$ cat config.mk
export PLATFORM = sky130hd
export DESIGN_NAME = reg_file_mp
export DESIGN_NICKNAME = d
export VERILOG_FILES = /design/src/rtl/reg_file_mp.sv
export SDC_FILE = /design/constraint.sdc
export NUM_CORES = 1
export LEC_CHECK = 0
export ABC_AREA = 1
export ABC_CLOCK_PERIOD_IN_PS = 3700
export CAP_MARGIN = 20
export CORE_ASPECT_RATIO = 2
export CORE_MARGIN = 4
export CORE_UTILIZATION = 30
export CTS_CLUSTER_DIAMETER = 30
export DETAILED_ROUTE_END_ITERATION = 8
export PLACE_DENSITY_LB_ADDON = 0.1
export SYNTH_ARGS = -nofsm -noshare
export SYNTH_HDL_FRONTEND = slang
export SYNTH_SLANG_ARGS = --single-unit
$ cat constraint.sdc
create_clock -name clk -period 3.7 [get_ports clk]
set_clock_uncertainty 0.15 [all_clocks]
set_input_delay 0.925 -clock clk [delete_from_list [all_inputs] [get_ports clk]]
set_output_delay 0.925 -clock clk [all_outputs]
set_load 0.01 [all_outputs]
$ cat src/rtl/reg_file_mp.sv
// Multi-port register file: 2 async read ports, 2 sync write ports (port 0 has priority),
// write-to-read bypass, optional hard-zero r0 and a sequenced bulk-clear engine.

module rf_cell #(
    parameter int DW = 8
) (
    input  logic          clk,
    input  logic          rst_n,
    input  logic          we,
    input  logic [DW-1:0] d,
    output logic [DW-1:0] q
);

    always_ff @(posedge clk or negedge rst_n) begin
        if (!rst_n)  q <= '0;
        else if (we) q <= d;
    end

endmodule

module reg_file_mp #(
    parameter int DW      = 8,
    parameter int AW      = 3,
    parameter int BYPASS  = 1,
    parameter int ZERO_R0 = 0
) (
    input  logic          clk,
    input  logic          rst_n,
    input  logic [AW-1:0] rd_addrA,
    input  logic [AW-1:0] rd_addrB,
    output logic [DW-1:0] datA_out,
    output logic [DW-1:0] datB_out,
    input  logic          wr_en0,
    input  logic [AW-1:0] wr_addr0,
    input  logic [DW-1:0] dat_in0,
    input  logic          wr_en1,
    input  logic [AW-1:0] wr_addr1,
    input  logic [DW-1:0] dat_in1,
    input  logic          clr_req,
    output logic          clr_busy,
    output logic          clr_done
);

    localparam int DEPTH = 1 << AW;
    localparam int RD_PORTS = 2;

    typedef enum logic [1:0] {
        IDLE  = 2'd0,
        CLEAR = 2'd1,
        DONE  = 2'd2
    } state_t;

    state_t              state, state_nxt;
    logic [AW-1:0]       cnt, cnt_nxt;
    logic                clearing;

    logic [DEPTH-1:0][DW-1:0]    regs;
    logic [DEPTH-1:0]            cell_we;
    logic [DEPTH-1:0][DW-1:0]    cell_d;
    logic [RD_PORTS-1:0][AW-1:0] rd_addr;
    logic [RD_PORTS-1:0][DW-1:0] rd_dat;

    assign clearing = (state == CLEAR);

    // ---------------- clear sequencer ----------------
    always_ff @(posedge clk or negedge rst_n) begin
        if (!rst_n) begin
            state <= IDLE;
            cnt   <= '0;
        end else begin
            state <= state_nxt;
            cnt   <= cnt_nxt;
        end
    end

    always_comb begin
        state_nxt = state;
        cnt_nxt   = cnt;
        case (state)
            IDLE: begin
                if (clr_req) begin
                    state_nxt = CLEAR;
                    cnt_nxt   = '0;
                end
            end
            CLEAR: begin
                cnt_nxt = cnt + AW'(1);
                if (cnt == {AW{1'b1}}) state_nxt = DONE;
            end
            DONE:    state_nxt = IDLE;
            default: state_nxt = IDLE;
        endcase
    end

    // Status outputs decode straight from the state flops, so they are glitch-free
    // and mutually exclusive by construction.
    assign clr_busy = (state == CLEAR);
    assign clr_done = (state == DONE);

    // ---------------- storage ----------------
    for (genvar i = 0; i < DEPTH; i++) begin : g_reg
        localparam logic [AW-1:0] IDX = AW'(i);

        if (ZERO_R0 != 0 && i == 0) begin : g_zero
            // r0 stays at its reset value forever
            assign cell_we[i] = 1'b0;
            assign cell_d[i]  = '0;
        end else begin : g_wr
            logic hit0, hit1;
            assign hit0 = wr_en0 && (wr_addr0 == IDX);
            assign hit1 = wr_en1 && (wr_addr1 == IDX);

            always_comb begin
                cell_we[i] = 1'b0;
                cell_d[i]  = '0;
                if (clearing) begin
                    cell_we[i] = (cnt == IDX);
                end else begin
                    cell_we[i] = hit0 | hit1;
                    cell_d[i]  = hit0 ? dat_in0 : dat_in1;
                end
            end
        end

        rf_cell #(.DW(DW)) u_cell (
            .clk   (clk),
            .rst_n (rst_n),
            .we    (cell_we[i]),
            .d     (cell_d[i]),
            .q     (regs[i])
        );
    end

    // ---------------- read ports ----------------
    assign rd_addr[0] = rd_addrA;
    assign rd_addr[1] = rd_addrB;

    for (genvar p = 0; p < RD_PORTS; p++) begin : g_rd
        logic [DW-1:0] q;

        always_comb begin
            q = regs[rd_addr[p]];
            // Forwarding order mirrors write priority: port 0 beats port 1.
            if (BYPASS != 0 && !clearing) begin
                if (wr_en0 && wr_addr0 == rd_addr[p])      q = dat_in0;
                else if (wr_en1 && wr_addr1 == rd_addr[p]) q = dat_in1;
            end
            if (ZERO_R0 != 0 && rd_addr[p] == '0) q = '0;
        end

        assign rd_dat[p] = q;
    end

    assign datA_out = rd_dat[0];
    assign datB_out = rd_dat[1];

endmodule
==> flow_metrics.py <==
metrics = {
    "layout": {
        "nFillCells": 2035,
        "antenna_cells": 0,
        "fin_nets": 1072,
        "layout-drive-gt1-share_pct": 15.6,
        "syn_to_final_growth_pct": 29.1,
        "fin_cells": 1252,
        "multiInputGateArea_um2": 3250,
        "seq_area_um2": 1730,
        "final_util_pct": 39.7,
    },
    "worst_setup_path": {
        "crit_required_ns": 2.62,
        "cp.arrival_ns": 2.53,
        "path_cells": "dlygate4sd2_1, buf_6, buf_4, nand2_1, nand3_1, nand3_1, nand3_1, nand2_1, nand2_1, nand2_1, clkdlybuf4s15_2",
        "start_kind": "primary input",
        "cp_slowest_stage_delay_ns": 0.30,
        "critical_path_class": "primary input to output pin",
        "end_kind": "output pin",
        "slowest_stage": "dlygate4sd2_1",
        "rr_startpoint": "state[0]",
        "crit_path_frequent_cell": "nand2_1",
        "worstPathMaxFanout": 12,
        "crit_start": "rd_addrB[0]",
    },
    "sta": {
        "finalSetupTns_ns": 0,
        "slew_viol_final": 0,
        "rsz0062_at_grt": "false",
        "worstMarginPinSlew_ns": 0.660,
        "finalHoldViolCount": 0,
        "slew-limit-headroom_pct": 55.9,
        "period_share_pct": 97.5,
        "holdWs_ns": 0.390,
        "fmax_mhz": 277,
        "period_minus_slack_ns": 3.61,
        "finalSetupViolations": 0,
    },
    "logic_synthesis": {
        "synth.top_cell.area_share_pct": 30.5,
        "synth.area.top_cells": "dfrtp_1, nand2_1, nand3_1",
        "synth-seq-area-share_pct": 30.5,
        "ys_seq_elements": 69,
        "synth_warnings": 0,
        "avgSynthCellArea_um2": 6.17,
        "syn_area_um2": 5660,
        "synth_top_cell_by_area": "dfrtp_1",
        "postSynthCellCount": 916,
        "syn_nets": 955,
        "synth_cell_types": 24,
    },
    "cts": {
        "cts_tree": "yes",
        "ctsHoldBuffers": 0,
        "clockRootBuffer": "clkbuf_16",
        "cts_made_buffers": 9,
        "clkLatencyLatePin_ns": 0.34,
        "cts_sinks": 69,
        "htree_levels": 3,
        "clk_pin_slew_ns": 0.06,
        "clock_path_buffers": 2,
    },
    "detailed_routing": {
        "avgViaCountPerCell": 5.38,
        "dr.pass1.iters": 5,
        "drc_errors": 0,
        "routed_wl_um": 27600,
        "vias": 6742,
        "wl_per_cell_um": 22.1,
        "ant_nets": 0,
        "drt_iter0_markers": 527,
    },
    "floorplan": {
        "dieArea_um2": 21200,
        "die_w_um": 105,
        "start_util_pct": 30.7,
        "ios": 51,
        "rows": 70,
        "die_y_um": 202,
        "core_area_um2": 18400,
    },
    "placed_design": {
        "place_hpwl_um": 22100,
        "port_buffers": 50,
        "dp_cells": 1228,
        "place.gp.congestion": 0.933,
    },
    "min_path": {
        "hold_path.class": "flip-flop to flip-flop",
        "holdCritStartpoint": "g_reg[7].u_cell.q[5]",
    },
    "pwr": {
        "p_leak_nw": 4.01,
        "p_per_area_nw_per_um2": 573,
        "irDropWorstVdd_mv": 0.461,
        "p_total_mw": 4.18,
    },
    "global_route": {
        "grt-ovfl-total": 0,
        "first_global_vias": 6848,
        "grt_max_degree": 70,
        "grt_use_total_pct": 26.3,
        "antenna_found_initial": 0,
        "grt_pass1_wl_um": 41600,
    },
    "job": {
        "maxCapViolations": 0,
    },
    "run_status": {
        "status": "completed",
    },
}
## per-layer routing
layer  vias to the layer above  GRT usage, %  wire, um
li1                       3212             -         -
met1                      3129          26.9      9500
met2                       290          48.0     14500
met3                       111          3.16      1330
met4                         0          20.1      2340
met5                         -             0         0
## worst paths after layout
kind	endpoint	slack [ns]	cells after the start
min reg2reg	g_reg[7].u_cell.q[5]	0.39	2
min in group asynchronous	cnt[2]	0.43	2
max	datB_out[4]	0.09	11
max in group asynchronous	g_reg[0].u_cell.q[3]	2.58	2
min	g_reg[7].u_cell.q[5]	0.39	2
max reg2reg	g_reg[7].u_cell.q[3]	1.46	8
## critical path, delay by kind of cell
kind / cells / cell delay (ns)
buffers and inverters: 4 / 0.93
and+or+nand+nor: 7 / 0.69
## cell type report
cell class                      count  share of cell area, %
Multi-Input combinational cell    678                   44.6
Sequential cell                    69                   23.6
Timing Repair Buffer              142                   17.4
Inverter                          133                   6.84
Tap cell                          216                   3.70
Clock buffer                       12                   3.38
Clock inverter                      2                  0.480
## cells by family (layout without fill, tap and decap cells)
| family | Yosys count | in the layout | synth area share (%) |
|---|---|---|---|
| simple gates | 527 | 528 | 41.0 |
| compound gates | 144 | 144 | 14.6 |
| flops | 69 | 69 | 30.5 |
| buf+inv | 170 | 289 | 12.5 |
| fa+ha+maj | 6 | 6 | 1.33 |
## power by group
part / switching [mW] / internal [mW] / leakage [nW] / total [mW]
Sequential: 0.0919 / 1.06 / 0.911 / 1.15
Combinational: 1.41 / 0.739 / 2.96 / 2.15
Clock: 0.345 / 0.533 / 0.139 / 0.878
## sequential cells by signal (all words and copies together), names as in the netlist
register	cells
g.u_cell.q	64
cnt	3
state	2
## cells in the final DEF, fill, tap and decap left out
| master | Yosys | layout |
|---|---|---|
| nand2_1 | 315 | 313 |
| nand3_1 | 167 | 166 |
| inv_1 | 125 | 125 |
| buf_4 | 6 | 78 |
| o21ai_0 | 73 | 73 |
| dfrtp_1 | 69 | 69 |
| o22ai_1 | 65 | 65 |
| clkdlybuf4s50_1 | 0 | 19 |
| nand2_2 | 14 | 14 |
| nor2_1 | 15 | 14 |
| dlygate4sd2_1 | 0 | 12 |
| clkbuf_16 | 0 | 9 |
| buf_12 | 0 | 8 |
| inv_2 | 7 | 7 |
| nand2_4 | 5 | 7 |
| nor2_2 | 5 | 6 |
| ha_1 | 6 | 6 |
| buf_6 | 3 | 6 |
| clkbuf_2 | 0 | 5 |
| nor2_4 | 3 | 4 |
| o21ai_2 | 4 | 4 |
| clkdlybuf4s15_1 | 0 | 4 |
| clkdlybuf4s15_2 | 0 | 4 |
| buf_2 | 21 | 3 |
| dlymetal6s2s_1 | 0 | 3 |
| nand3_2 | 1 | 2 |
| clkbuf_1 | 7 | 2 |
| a21oi_1 | 1 | 1 |
| nor3_4 | 1 | 1 |
| a21oi_4 | 1 | 1 |
| clkinv_1 | 1 | 1 |
| nand4_1 | 1 | 1 |
| clkinv_2 | 0 | 1 |
| bufinv_16 | 0 | 1 |
| clkbuf_8 | 0 | 1 |
## synth_stat cells (all sizes together)
cell type	instances
nand4	1
dfrtp	69
ha	6
o22ai	65
inv	132
clkinv	1
nand3	168
nor2	23
a21oi	2
nand2	334
o21ai	77
nor3	1
buf	30
clkbuf	7
## through the flow
stage               instance area (um^2)  setup slack (ns)
floorplan                           5660             0.732
global placement                    6920            -0.464
detailed placement                  6920            -0.460
CTS                                 7270           -0.0638
global route                        7300           0.00173
finish                              7300            0.0921
## timing repair
| item | in CTS | in global routing |
|---|---|---|
| gates resized for setup | 51 | 20 |
| buffers inserted | 6 | 3 |
| pin swaps | 7 | 2 |
| endpoints found under the setup margin | 16 | 16 |
| gates cloned | 1 | 0 |
(Power assumes the default switching activity.)
